===== src/rtl/led_frame_controller.sv =====
`default_nettype none
// ============================================================================
// Module   : led_frame_controller
// Brief    : Receive-side sequencer for one WS2812-style daisy-chain node:
//            captures the first BITS_PER_LED bits of a frame, then passthrough.
// Revision : 1.0 - initial release
// ============================================================================
module led_frame_controller #(
    parameter int BITS_PER_LED = 24,
    parameter int RESET_CYCLES = 2500,
    parameter int CNT_W        = 12
) (
    input  logic                    i_clk,
    input  logic                    i_reset_n,
    input  logic                    i_signal_syncd,
    input  logic                    i_rising,
    input  logic                    i_bit_valid,
    input  logic                    i_bit_value,
    output logic                    o_shift_en,
    output logic                    o_shift_bit,
    output logic [BITS_PER_LED-1:0] o_led_data,
    output logic                    o_led_update,
    output logic                    o_passthru_en,
    output logic                    o_frame_err,
    output logic [1:0]              o_state
);

    localparam int                  c_bcnt_w   = $clog2(BITS_PER_LED + 1);
    localparam logic [c_bcnt_w-1:0] c_last_bit = c_bcnt_w'(BITS_PER_LED - 1);
    localparam logic [CNT_W-1:0]    c_gap_full = CNT_W'(RESET_CYCLES);
    localparam logic [CNT_W-1:0]    c_gap_edge = CNT_W'(RESET_CYCLES - 1);

    typedef enum logic [1:0] {
        S_IDLE     = 2'd0,
        S_CAPTURE  = 2'd1,
        S_PASSTHRU = 2'd2
    } state_t;

    state_t                    r_state;
    state_t                    w_next_state;
    logic [CNT_W-1:0]          r_low_cnt;
    logic [c_bcnt_w-1:0]       r_bit_cnt;
    logic [BITS_PER_LED-1:0]   r_shadow;
    logic [BITS_PER_LED-1:0]   r_led_data;
    logic                      r_shift_en;
    logic                      r_shift_bit;
    logic                      r_led_update;
    logic                      r_passthru_en;
    logic                      r_frame_err;
    logic                      w_latch;
    logic                      w_accept;
    logic                      w_publish;
    logic                      w_abort;

    // Strobe on the low cycle that carries the counter onto RESET_CYCLES; saturation keeps it one-shot
    assign w_latch = !i_signal_syncd && (r_low_cnt == c_gap_edge);

    always_comb begin
        w_next_state = r_state;
        w_accept     = 1'b0;
        w_publish    = 1'b0;
        w_abort      = 1'b0;
        case (r_state)
            S_IDLE: begin
                if (!w_latch && (i_rising || i_bit_valid)) begin
                    w_next_state = S_CAPTURE;
                    w_accept     = i_bit_valid;
                end
            end
            S_CAPTURE: begin
                if (w_latch) begin
                    w_abort      = 1'b1;
                    w_next_state = S_IDLE;
                end else if (i_bit_valid) begin
                    w_accept = 1'b1;
                    if (r_bit_cnt == c_last_bit) begin
                        w_next_state = S_PASSTHRU;
                    end
                end
            end
            S_PASSTHRU: begin
                if (w_latch) begin
                    w_publish    = 1'b1;
                    w_next_state = S_IDLE;
                end
            end
            default: w_next_state = S_IDLE;
        endcase
    end

    always_ff @(posedge i_clk) begin
        if (!i_reset_n) begin
            r_state       <= S_IDLE;
            r_low_cnt     <= '0;
            r_bit_cnt     <= '0;
            r_shadow      <= '0;
            r_led_data    <= '0;
            r_shift_en    <= 1'b0;
            r_shift_bit   <= 1'b0;
            r_led_update  <= 1'b0;
            r_passthru_en <= 1'b0;
            r_frame_err   <= 1'b0;
        end else begin
            r_state <= w_next_state;

            if (i_signal_syncd) begin
                r_low_cnt <= '0;
            end else if (r_low_cnt != c_gap_full) begin
                r_low_cnt <= r_low_cnt + 1'b1;
            end

            // Shadow and bit count restart whenever the frame closes or is aborted
            if (w_next_state == S_IDLE) begin
                r_bit_cnt <= '0;
                r_shadow  <= '0;
            end else if (w_accept) begin
                r_bit_cnt <= r_bit_cnt + 1'b1;
                r_shadow  <= {r_shadow[BITS_PER_LED-2:0], i_bit_value};
            end

            if (w_publish) begin
                r_led_data <= r_shadow;
            end

            r_shift_en    <= w_accept;
            r_shift_bit   <= w_accept & i_bit_value;
            r_led_update  <= w_publish;
            r_frame_err   <= w_abort;
            r_passthru_en <= (r_state == S_PASSTHRU);
        end
    end

    assign o_shift_en    = r_shift_en;
    assign o_shift_bit   = r_shift_bit;
    assign o_led_data    = r_led_data;
    assign o_led_update  = r_led_update;
    assign o_passthru_en = r_passthru_en;
    assign o_frame_err   = r_frame_err;
    assign o_state       = r_state;

endmodule
`default_nettype wire


===== config.mk =====
export PLATFORM = sky130hd
export DESIGN_NAME = led_frame_controller
export DESIGN_NICKNAME = d
export VERILOG_FILES = /design/src/rtl/led_frame_controller.sv
export SDC_FILE = /design/constraint.sdc
export NUM_CORES = 1
export LEC_CHECK = 0
export ABC_AREA = 1
export BUFFER_PORTS_ARGS = -buffer_cell sky130_fd_sc_hd__buf_2
export CAP_MARGIN = 20
export CORE_MARGIN = 2
export CORE_UTILIZATION = 58
export DETAILED_ROUTE_END_ITERATION = 8
export PLACE_DENSITY = 0.85
export SYNTH_ARGS = -nofsm -noshare
export SYNTH_HDL_FRONTEND = slang
export SYNTH_SLANG_ARGS = --single-unit

===== constraint.sdc =====
create_clock -name i_clk -period 2.1 [get_ports i_clk]
set_input_delay 0.105 -clock i_clk [delete_from_list [all_inputs] [get_ports i_clk]]
set_output_delay 0.105 -clock i_clk [all_outputs]
set_load 0.01 [all_outputs]

==> summary.txt <==
Crit-path slowest cell: dfxtp_1
Rel. slew slack: 64.36%
Pwr/cell area: 670.4 mW/mm2
Bufs and invs on worst path: 2
Drt initial violations: 240
Global-route wire length before repair: 11050 um
Vias in the first global route: 2690
Met2 usage: 38.00%
Min-delay worst type: in2reg
RSZ-0062 raised after global routing: no
I/O Pins: 37
Reg2reg start: r_low_cnt[0]
Max IR drop VDD: 0.4045 mV
Routability-driven placement congestion ratio: 0.8047
Slew Limit Fails: 0
Final setup violation count: 0
Total track usage: 21.68%
Met1 usage: 24.84%
Post-synthesis instance total: 528
Register area share after synthesis: 42.21%
Post-Syn Nets: 537
Tcrit/Tclk final: 88.62%
Cell count along the critical path: 10
Yosys cell types: 24
Post-DR vias/cell: 4.563
Post-DP HPWL: 4184 um
Final hold vios: 0
Layer with the highest usage: met2
Multi-input gate area: 0.001371 mm2
Clk root buf: clkbuf_8
Core area: 0.005608 mm2
Register cell area after layout: 0.001441 mm2
Post-Syn Area: 0.003415 mm2
Synth-to-layout area growth: 12.02%
R2R depth: 10
Site Rows: 27
Crit end category: flip-flop
H-tree Lvls: 3
Gr ovfl total: 0
Post-cts resize count: 0
Critical Path RT: 2.38 ns
Port bufs: 36
Met3 Use GR: 5.730%
# fillers: 481
DR vias: 2916
Critical path class: reg2reg
Crit-path cells: ha_1 > nand2_1 > nor2_4 > nand3_4 > nand2_1 > buf_6 > nand2_1 > nand2_1 > nand2_1 > inv_1
Total CTS buffers: 9
Skew final: 0.008468 ns
Post-synth ARST share: 0%
Delay-heaviest family, CP: simple AND/OR/NAND/NOR gates
HP Start: i_bit_value
Total routed wirelength: 6267 um
Drc violations: 0
Worst hold stages: 3
# nets final: 571
Post-DR wirelength/cell: 9.808 um
Hold Slack: 0.05955 ns
Die Y: 80.73 um
Worst Tran Pin Value: 0.5305 ns
Max-cap viol count: 0
Fin Setup TNS: 0 ns
Synth Area per Inst: 6.467 um2
Initial Utilization: 60.89%
Antenna violations before repair: 0
Number of flops mapped to enable cells by yosys: 0
CP max FO: 29
Antenna Violating Nets Remaining: 0
Die area: 0.006517 mm2
Setup crit start: r_low_cnt[0]
CP peak stage delay: 0.40 ns
N_diodes: 0
FMAX: 537.3 MHz
Seq cells post-synth: 72
CTS Sinks: 72
Total chip power: 2.564 mW
Worst-case clock buffer depth: 2
Total iterations of the first detailed-routing run: 4
Status: finished clean
Leak Pwr: 2.081 nW
Crit start category: flip-flop
Tmin final: 1.861 ns
CTS tree: yes
Clock Latency Late Sink: 0.34 ns
Crit path DAT: 2.15 ns
Chip width: 80.73 um
CP dominant cell by count: nand2_1
Layout cells sized above 1: 13.23%
Hold_buf cts: 0
Reg clk slew, reported paths: 0.08 ns
Top FF cell, synth: dfxtp_1
Post-CTS setup buffers: 0
Synth Warn #: 0
Largest net degree at the start of global routing: 30
worst reg2reg max path, delay by kind of cell, from the launching register on:
family | cells | cell delay (ns)
AND/OR/NAND/NOR | 7 | 0.90
buffers and inverters | 2 | 0.31
adder cells (fa/ha/maj) | 1 | 0.21
flip-flops | 1 | 0.40
layout make-up:
| cell class | instances | share of cell area, % |
|---|---|---|
| multi-input combinational | 309 | 35.85 |
| inverter | 127 | 12.46 |
| timing repair buffer | 43 | 6.510 |
| clock buffer | 9 | 3.238 |
| sequential | 72 | 37.68 |
| clock inverter | 7 | 1.897 |
| tap | 72 | 2.355 |
metrics by stage:
stage               setup slack, ns  area, um2  utilization, %  std cells
floorplan                    0.5725       3415               -        528
global placement             0.3038       3625           64.64        623
detailed placement           0.1905       3625           64.64        623
CTS                          0.1771       3821           68.14        639
global route               0.005713       3825           68.21        639
finish                       0.2390       3825           68.21        639
report_power, final:
group          internal [mW]  switching, mW
Clock                  0.548          0.524
Combinational         0.0348         0.0761
Sequential              1.37        0.00783
routing by layer:
| layer | share of wire (%) | wire (um) | vias up |
|---|---|---|---|
| met5 | 0 | 0 | - |
| met4 | 0.21 | 13 | 0 |
| met3 | 4.5 | 280 | 2 |
| met2 | 49 | 3059 | 48 |
| met1 | 46 | 2913 | 1281 |
| li1 | - | - | 1585 |
state kept, by name, summed over array words and instances, names as in the netlist:
name           count
o_frame_err        1
o_led_data        24
o_led_update       1
o_passthru_en      1
o_shift_bit        1
o_shift_en         1
o_state            2
r_bit_cnt          5
r_low_cnt         12
r_shadow          24
cell usage in the layout, fill, tap and decap left out, drive strengths merged, types with 2 or more instances in the layout:
cell type and count:
nand2 195, inv 127, dfxtp 72, nor2 46, buf 43, nand3 41
clkbuf 9, a21oi 6, xor2 6, nand4 4, clkinv 4, o21ai 3
ha 3, nor3 2, clkinvlp 2
cell families (layout without fill, tap and decap cells):
| family | Yosys count | count (layout) | share of synthesized area, % |
|---|---|---|---|
| xor gates and xnor gates | 6 | 6 | 1.539 |
| and+or+nand+nor | 290 | 290 | 35.91 |
| buffers and inverters | 147 | 186 | 17.70 |
| DFF | 72 | 72 | 42.21 |
| AOI/OAI and AO/OA | 10 | 10 | 1.539 |
| adders and majority gates | 3 | 3 | 1.099 |
cells in the mapped netlist, types with 4 or more instances:
library cell | count | area, um2
buf_4 | 4 | 30.03
nand2_1 | 194 | 728.2
dfxtp_1 | 72 | 1441
nand4_1 | 4 | 25.02
xor2_1 | 6 | 52.55
nor2_4 | 4 | 45.04
buf_6 | 4 | 45.04
nor2_1 | 42 | 157.7
buf_2 | 6 | 30.03
nand3_1 | 37 | 185.2
inv_1 | 122 | 457.9
inv_2 | 5 | 18.77
a21oi_1 | 6 | 30.03
path summary, 6_finish.rpt:
| check | endpoint | slack [ns] |
|---|---|---|
| max | r_shadow[9] | 0.24 |
| max reg2reg | r_shadow[9] | 0.24 |
| min reg2reg | r_low_cnt[10] | 0.49 |
| min | o_shift_bit | 0.06 |
Note: power is estimated with default switching activity, not from simulation.
